--- config.mk ---
export PLATFORM = sky130hd
export DESIGN_NAME = counter_sweep_ctrl
export DESIGN_NICKNAME = d
export VERILOG_FILES = /design/src/rtl/counter_sweep_ctrl.sv
export SDC_FILE = /design/constraint.sdc
export NUM_CORES = 1
export LEC_CHECK = 0
export BUFFER_PORTS_ARGS = -buffer_cell sky130_fd_sc_hd__buf_2
export CAP_MARGIN = 20
export CORE_MARGIN = 2
export CORE_UTILIZATION = 51
export DETAILED_ROUTE_END_ITERATION = 7
export PLACE_DENSITY_LB_ADDON = 0.3
export REMOVE_ABC_BUFFERS = 1
export SLEW_MARGIN = 20
export SYNTH_ARGS = -nofsm -noshare
export SYNTH_HDL_FRONTEND = slang
export SYNTH_SLANG_ARGS = --single-unit
--- constraint.sdc ---
create_clock -name clk -period 1.9 [get_ports clk]
set_input_delay 0.095 -clock clk [delete_from_list [all_inputs] [get_ports clk]]
set_output_delay 0.095 -clock clk [all_outputs]
set_load 0.01 [all_outputs]
--- src/rtl/counter_sweep_ctrl.sv ---
// Sequences an external up/down counter through repeated 0 -> limit -> 0 sweeps,
// with a per-leg watchdog, abort, and busy/done/error/pass progress reporting.
module counter_sweep_ctrl #(
  parameter int WIDTH   = 4,
  parameter int PASS_W  = 4,
  parameter int TIMEOUT = 64
) (
  input  logic              clk,
  input  logic              reset,
  input  logic              start,
  input  logic [WIDTH-1:0]  limit,
  input  logic [PASS_W-1:0] passes,
  input  logic              abort,
  input  logic              flag_max,
  input  logic              flag_min,
  output logic              load_en,
  output logic              count_inc,
  output logic              count_dec,
  output logic [WIDTH-1:0]  count_to,
  output logic              busy,
  output logic              done,
  output logic              error,
  output logic [PASS_W-1:0] pass_cnt
);

  localparam int WD_W = (TIMEOUT > 2) ? $clog2(TIMEOUT) : 1;
  localparam logic [WD_W-1:0] WD_LAST = WD_W'(TIMEOUT - 1);

  typedef enum logic [2:0] {IDLE, LOAD, UP, DOWN, FINISH, ERR} state_t;

  state_t            state_reg, state_next;
  logic [WIDTH-1:0]  count_to_reg, count_to_next;
  logic [PASS_W-1:0] passes_reg, passes_next;
  logic [PASS_W-1:0] pass_cnt_reg, pass_cnt_next;
  logic              error_reg, error_next;
  logic [WD_W-1:0]   wd_reg, wd_next;
  logic              wd_expired;

  always_ff @(posedge clk) begin
    if (reset) begin
      state_reg    <= IDLE;
      count_to_reg <= '0;
      passes_reg   <= '0;
      pass_cnt_reg <= '0;
      error_reg    <= 1'b0;
      wd_reg       <= '0;
    end else begin
      state_reg    <= state_next;
      count_to_reg <= count_to_next;
      passes_reg   <= passes_next;
      pass_cnt_reg <= pass_cnt_next;
      error_reg    <= error_next;
      wd_reg       <= wd_next;
    end
  end

  always_comb begin
    state_next    = state_reg;
    count_to_next = count_to_reg;
    passes_next   = passes_reg;
    pass_cnt_next = pass_cnt_reg;
    error_next    = error_reg;
    load_en       = 1'b0;
    count_inc     = 1'b0;
    count_dec     = 1'b0;
    done          = 1'b0;
    wd_expired    = (wd_reg == WD_LAST);

    case (state_reg)
      IDLE: begin
        if (start) begin
          count_to_next = limit;
          passes_next   = passes;
          pass_cnt_next = '0;
          error_next    = 1'b0;
          state_next    = (passes != '0) ? LOAD : FINISH;
        end
      end
      LOAD: begin
        load_en    = 1'b1;
        state_next = UP;
      end
      UP: begin
        count_inc = ~flag_max;
        // The exit flag wins over the watchdog when both land in the same cycle.
        if (flag_max) begin
          state_next = DOWN;
        end else if (wd_expired) begin
          state_next = ERR;
          error_next = 1'b1;
        end
      end
      DOWN: begin
        count_dec = ~flag_min;
        if (flag_min) begin
          pass_cnt_next = pass_cnt_reg + 1'b1;
          state_next    = (pass_cnt_next == passes_reg) ? FINISH : UP;
        end else if (wd_expired) begin
          state_next = ERR;
          error_next = 1'b1;
        end
      end
      FINISH: begin
        done       = 1'b1;
        state_next = IDLE;
      end
      ERR:     state_next = IDLE;
      default: state_next = IDLE;
    endcase

    // Abort overrides every other transition and freezes progress/error.
    if (abort && (state_reg != IDLE)) begin
      state_next    = IDLE;
      pass_cnt_next = pass_cnt_reg;
      error_next    = error_reg;
      count_inc     = 1'b0;
      count_dec     = 1'b0;
    end
  end

  always_comb begin
    wd_next = '0;
    if ((state_next == state_reg) && ((state_reg == UP) || (state_reg == DOWN))) begin
      wd_next = wd_reg + 1'b1;
    end
  end

  assign count_to = count_to_reg;
  assign pass_cnt = pass_cnt_reg;
  assign error    = error_reg;
  assign busy     = (state_reg != IDLE);

endmodule

==> summary.md, run 1 <==
| Metric | Value |
|---|---|
| Final Slew Violations | 0 |
| Die ar. | 0.00263 mm² |
| Filler cells | 209 |
| Clk_skew | 0.0107 ns |
| Cell count after synthesis | 141 |
| Post-Route WL | 2570 µm |
| Outcome | finished clean |
| Leak | 0.000570 µW |
| Clock Latency Late Sink | 0.31 ns |
| Row count | 17 |
| Hold Buf Count CTS | 4 |
| Die Width | 51.3 µm |
| Tmin final | 1.67 ns |
| Syn Area/Cell | 8.09 µm² |
| Synth warn | 0 |
| Maximum VDD drop | 0.534 mV |
| Worst slew margin | 67.5% |
| #FFs+latches synth | 22 |
| H-tree Lvls | 1 |
| Port Buffers | 27 |
| RSZ-0062 raised after global routing | false |
| DR WL/cell | 12.8 µm |
| Pwr/cell area | 822 mW/mm² |
| Crit. End Element | flop |
| Worst-path maximum fanout | 11 |
| Clock root cell | clkbuf_4 |
| Vias in the first global route | 1,030 |
| Hold/Removal Path Class | in2reg |
| DR vias | 1,127 |
| Share of cells above drive strength 1 | 21.4% |
| Placeable Area | 0.00217 mm² |
| Initial Util | 52.6% |
| Final hold viol count | 0 |
| Max clock buf depth | 2 |
| Largest register FFs | 6 |
| Fin crit share | 87.7% |
| Global-route wire length before repair | 4260 µm |
| Post-synth cell types | 35 |
| CTS resizes | 0 |
| Drt pass-1 iters | 4 |
| Via-to-Cell Ratio | 5.61 |
| Setup tns final | 0 ns |
| # clock sinks | 22 |
| FMAX | 0.600 GHz |
| Final HPWL DP | 1880 µm |
| RePlAce Congestion | 0.862 |
| Worst setup margin | 0.234 ns |
| Post-synthesis sequential area ratio | 38.6% |
| Worst-path clk slew | 0.13 ns |
| Final Net Count | 190 |
| Area Growth Syn to Fin | 22.6% |
| Antenna-violating nets left | 0 |
| All-Layer GR Usage | 21.2% |
| TritonCTS clock tree | yes |
| TritonCTS buffer count | 3 |
| Pre-CTS setup slack | 0.252 ns |
| Post-CTS Setup Bufs | 0 |
| Total gr overflow | 0 |
| Mapped Area | 0.00114 mm² |
| Max_cap viols | 0 |
| # setup viols final | 0 |
| Diode count | 0 |
| Initial antenna violation count | 0 |
| Iter 0 DRT Violations | 33 |
| I/O pin count | 28 |
| Critical path class | reg2reg |
| Worst-Margin Slew | 0.483 ns |
| Die height | 51.3 µm |
| DR DRC count | 0 |
| Largest net degree at the start of global routing | 16 |
| Worst setup SP type | flop |
| Critical path arrival | 1.86 ns |
| Critical path required time | 2.09 ns |
## cell families after synthesis
family,share of synthesized area (%)
DFF,38.6
and+or+nand+nor,29.8
xor gates and xnor gates,7.68
adders and majority gates,2.19
buffers and inverters,3.40
muxes,0.877
AOI/OAI and AO/OA,17.4
## worst paths after layout
| path | start | endpoint | slack (ns) | cells past startpoint |
|---|---|---|---|---|
| worst max-delay path | state_reg[2]$_SDFF_PP0_ | wd_reg[4]$_SDFF_PP0_ | 0.23 | 4 |
| worst min-delay path | passes[1] | passes_reg[1]$_SDFFE_PP0P_ | 0.01 | 3 |
| worst max register to register | state_reg[2]$_SDFF_PP0_ | wd_reg[4]$_SDFF_PP0_ | 0.23 | 4 |
| worst min register to register | count_to[1]$_SDFFE_PP0P_ | count_to[1]$_SDFFE_PP0P_ | 0.46 | 2 |
## through the flow
step / utilization (%) / hold slack [ns] / power [µW] / cell area (µm²) / instances
3_3_place_gp: 60.2 / 0.335 / 790 / 1310 / 193
6_report: 64.5 / 0.0144 / 1150 / 1400 / 201
5_1_grt: 64.5 / 0.00718 / 1210 / 1400 / 201
3_5_place_dp: 60.2 / 0.346 / 795 / 1310 / 193
2_1_floorplan: - / 0.164 / 693 / 1110 / 135
4_1_cts: 64.5 / 0.00661 / 1160 / 1400 / 201
## Yosys cell counts
cell      instances  area [µm²]
nand2_1          23        86.3
dfxtp_1          22         440
a21oi_1          17        85.1
nor3_1           11        55.1
nor2_1            9        33.8
nand3_1           7        35.0
xnor2_1           6        52.6
buf_2             4        20.0
nand2b_1          4        25.0
o21ai_0           4        20.0
xor2_1            4        35.0
inv_1             3        11.3
or3_1             3        18.8
clkbuf_1          2        7.51
ha_1              2        25.0
a311o_1           1        10.0
a31o_2            1        8.76
a31oi_2           1        12.5
a32o_1            1        10.0
a32oi_1           1        8.76
a41oi_1           1        8.76
and3_1            1        6.26
and4bb_1          1        12.5
mux2i_1           1        10.0
nand3b_1          1        7.51
nand4_1           1        6.26
nor2b_1           1        6.26
nor3b_1           1        7.51
nor4_1            1        6.26
nor4b_4           1        23.8
o311a_1           1        10.0
o311ai_0          1        8.76
o31ai_1           1        7.51
o32ai_1           1        8.76
or4b_1            1        10.0
## layout by cell type, fill, tap and decap left out, types with 2 or more instances in the layout
| cell type | instances |
|---|---|
| dlygate4sd3_1 | 4 |
| nand2_1 | 23 |
| nand2b_1 | 4 |
| or3_1 | 3 |
| inv_1 | 3 |
| nor2_1 | 9 |
| ha_1 | 2 |
| xor2_1 | 4 |
| buf_2 | 27 |
| xnor2_1 | 6 |
| buf_4 | 3 |
| clkbuf_4 | 3 |
| dfxtp_1 | 22 |
| nand3_1 | 7 |
| o21ai_0 | 4 |
| a21oi_1 | 17 |
| nor3_1 | 11 |
## layer usage
metal / track usage, % / vias to the layer above / part of all wire [%]
met5: 0 / - / 0
met4: 6.58 / 0 / 0.86
met3: 4.68 / 4 / 7.1
met2: 37.0 / 45 / 48
met1: 25.9 / 511 / 44
li1: - / 567 / -
## report_power, final
part / internal (µW) / switching, µW / total (µW)
combinational: 116 / 165 / 281
clock: 213 / 143 / 356
sequential: 488 / 24.9 / 513
total: 818 / 332 / 1150
## layout make-up
type	instances	area, µm²	share of cell area, %
multi-input cells	110	662	47.3
flip-flops and latches	22	440	31.5
repair buffers	34	198	14.1
well taps	28	35.0	2.50
inverters	3	11.3	0.805
clock inverters	1	30.0	2.15
clock buffers	3	22.5	1.61
## critical path, stage by stage, from the launching register on
cell	delay, ns
dfxtp_1	0.44
nand2b_1	0.25
or3_1	0.41
a31oi_2	0.34
nor3_1	0.10
(Power assumes the default switching activity.)
==> inputs of run 2 (changes only) <==
PLACE_DENSITY = 0.77   (was not set)
PLACE_DENSITY_LB_ADDON = not set   (was 0.3)
==> run 2 against run 1 <==
Compared with the run above: power fell by 13%; critical path depth rose by 1; clock skew fell by 0.0033 ns; global-route usage fell by 0.31 points; utilization fell by 3.2 points; highest routed layer unchanged.
==> summary.md, run 2 (synthesis gave the netlist of run 1 again) <==
| Metric | Value |
|---|---|
| Share of cells above drive strength 1 | 21.4% |
| Dpl cells | 193 |
| Final Slew Violations | 0 |
| Hold Buf Count CTS | 0 |
| Via-to-Cell Ratio | 5.79 |
| RePlAce Congestion | 0.788 |
| # setup viols final | 0 |
| # clock sinks | 22 |
| NetSw | 328 µW |
| Clk_skew | 0.00740 ns |
| Final HPWL DP | 1970 µm |
| Die ar. | 0.00263 mm² |
| All-Layer GR Usage | 20.9% |
| Total gr overflow | 0 |
| TritonCTS clock tree | yes |
| Iter 0 DRT Violations | 34 |
| CTS resizes | 0 |
| Combinational power share | 27.1% |
| Port Buffers | 27 |
| Outcome | finished clean |
| Placeable Area | 0.00217 mm² |
| Non-filler cells, final | 196 |
| Critical path class | reg2reg |
| Max clock buf depth | 2 |
| Setup tns final | 0 ns |
| TritonCTS buffer count | 3 |
| Hold/Removal Path Class | in2reg |
| Vias in the first global route | 997 |
| Multi-input logic area | 662 µm² |
| Max_cap viols | 0 |
| Power share of the clock group | 20.9% |
| Worst-path maximum fanout | 6 |
| Worst setup margin | 0.226 ns |
| Fin crit share | 88.1% |
| Register area | 440 µm² |
| Initial antenna violation count | 0 |
| Row count | 17 |
| Clock root cell | clkbuf_4 |
| Pint | 673 µW |
| Drt pass-1 iters | 5 |
| FMAX | 0.597 GHz |
| Maximum VDD drop | 0.658 mV |
| Post-Route WL | 2660 µm |
| Crit. End Element | flop |
| Leak | 0.000539 µW |
| Clock Latency Late Sink | 0.31 ns |
| Diode count | 0 |
| DR DRC count | 0 |
| Sw Ratio | 32.8% |
| Pwr/cell area | 753 mW/mm² |
| Filler cells | 211 |
| DR WL/cell | 13.6 µm |
| Core Util, Final | 61.2% |
| Commonest cells after routing, fill and taps aside | buf_2 (27), nand2_1 (23), dfxtp_1 (22) |
| Global-route wire length before repair | 4190 µm |
| DR vias | 1,135 |
| Post-CTS Setup Bufs | 0 |
| Area Growth Syn to Fin | 16.4% |
| H-tree Lvls | 1 |
| Die height | 51.3 µm |
| Largest net degree at the start of global routing | 16 |
| Largest register FFs | 6 |
| Final Net Count | 186 |
| Worst setup SP type | flop |
| Antenna-violating nets left | 0 |
| Critical path required time | 2.09 ns |
| Reg power frac | 52.0% |
| I/O pin count | 28 |
| Worst-Margin Slew | 0.423 ns |
| Tmin final | 1.67 ns |
| Die Width | 51.3 µm |
| Final hold viol count | 0 |
| Worst slew margin | 71.5% |
| Critical path arrival | 1.87 ns |
| Initial Util | 52.6% |
| RSZ-0062 raised after global routing | false |
| Worst-path clk slew | 0.11 ns |
| Most common cell after layout, fill and taps aside | buf_2 |
| Pre-CTS setup slack | 0.231 ns |
## run 2: cell count changes in the layout (fill, tap and decap cells not counted)
cell	before	now
dlygate4sd3_1	4	0
bufinv_16	1	0
## run 2: area by class of cell
class	count	area share, %
Multi-Input combinational cell	110	49.8
Sequential cell	22	33.1
Inverter	3	0.847
Tap cell	28	2.64
Timing Repair Buffer	30	11.9
Clock buffer	3	1.69
## run 2: final timing paths
check                           cells after the start  slack [ns]                     start                        to
worst max-delay path                                5        0.23      wd_reg[0]$_SDFF_PP0_      wd_reg[3]$_SDFF_PP0_
worst max register to register                      5        0.23      wd_reg[0]$_SDFF_PP0_      wd_reg[3]$_SDFF_PP0_
worst min-delay path                                3        0.01                  limit[3]  count_to[3]$_SDFFE_PP0P_
worst min register to register                      2        0.46  count_to[3]$_SDFFE_PP0P_  count_to[3]$_SDFFE_PP0P_
## run 2: layer usage
| metal | vias up | wire, µm | track usage, % |
|---|---|---|---|
| met5 | - | 0 | 0 |
| li1 | 561 | - | - |
| met2 | 40 | 1350 | 37.2 |
| met1 | 530 | 1130 | 24.4 |
| met4 | 0 | 29 | 4.82 |
| met3 | 4 | 151 | 6.43 |
## run 2: worst max-delay path, stage by stage, from the launching register on
cell and delay, ns:
dfxtp_1 0.37, ha_1 0.20, nand3_1 0.15, or3_1 0.38
a31oi_2 0.36, nor3_1 0.10
## run 2: power by group through the flow
stage / combinational [µW] / sequential (µW) / clock, µW
3_5_place_dp: 266 / 530 / 0
3_3_place_gp: 260 / 529 / 0
2_1_floorplan: 155 / 537 / 0
6_report: 271 / 520 / 210
4_1_cts: 269 / 520 / 216
5_1_grt: 300 / 523 / 228
## run 2: per-stage QoR
stage	hold slack [ns]	cell area [µm²]	power (µW)
3_5_place_dp	0.341	1310	797
3_3_place_gp	0.336	1310	790
2_1_floorplan	0.164	1110	693
4_1_cts	0.00616	1330	1000
5_1_grt	0.0135	1330	1050
6_report	0.0149	1330	1000
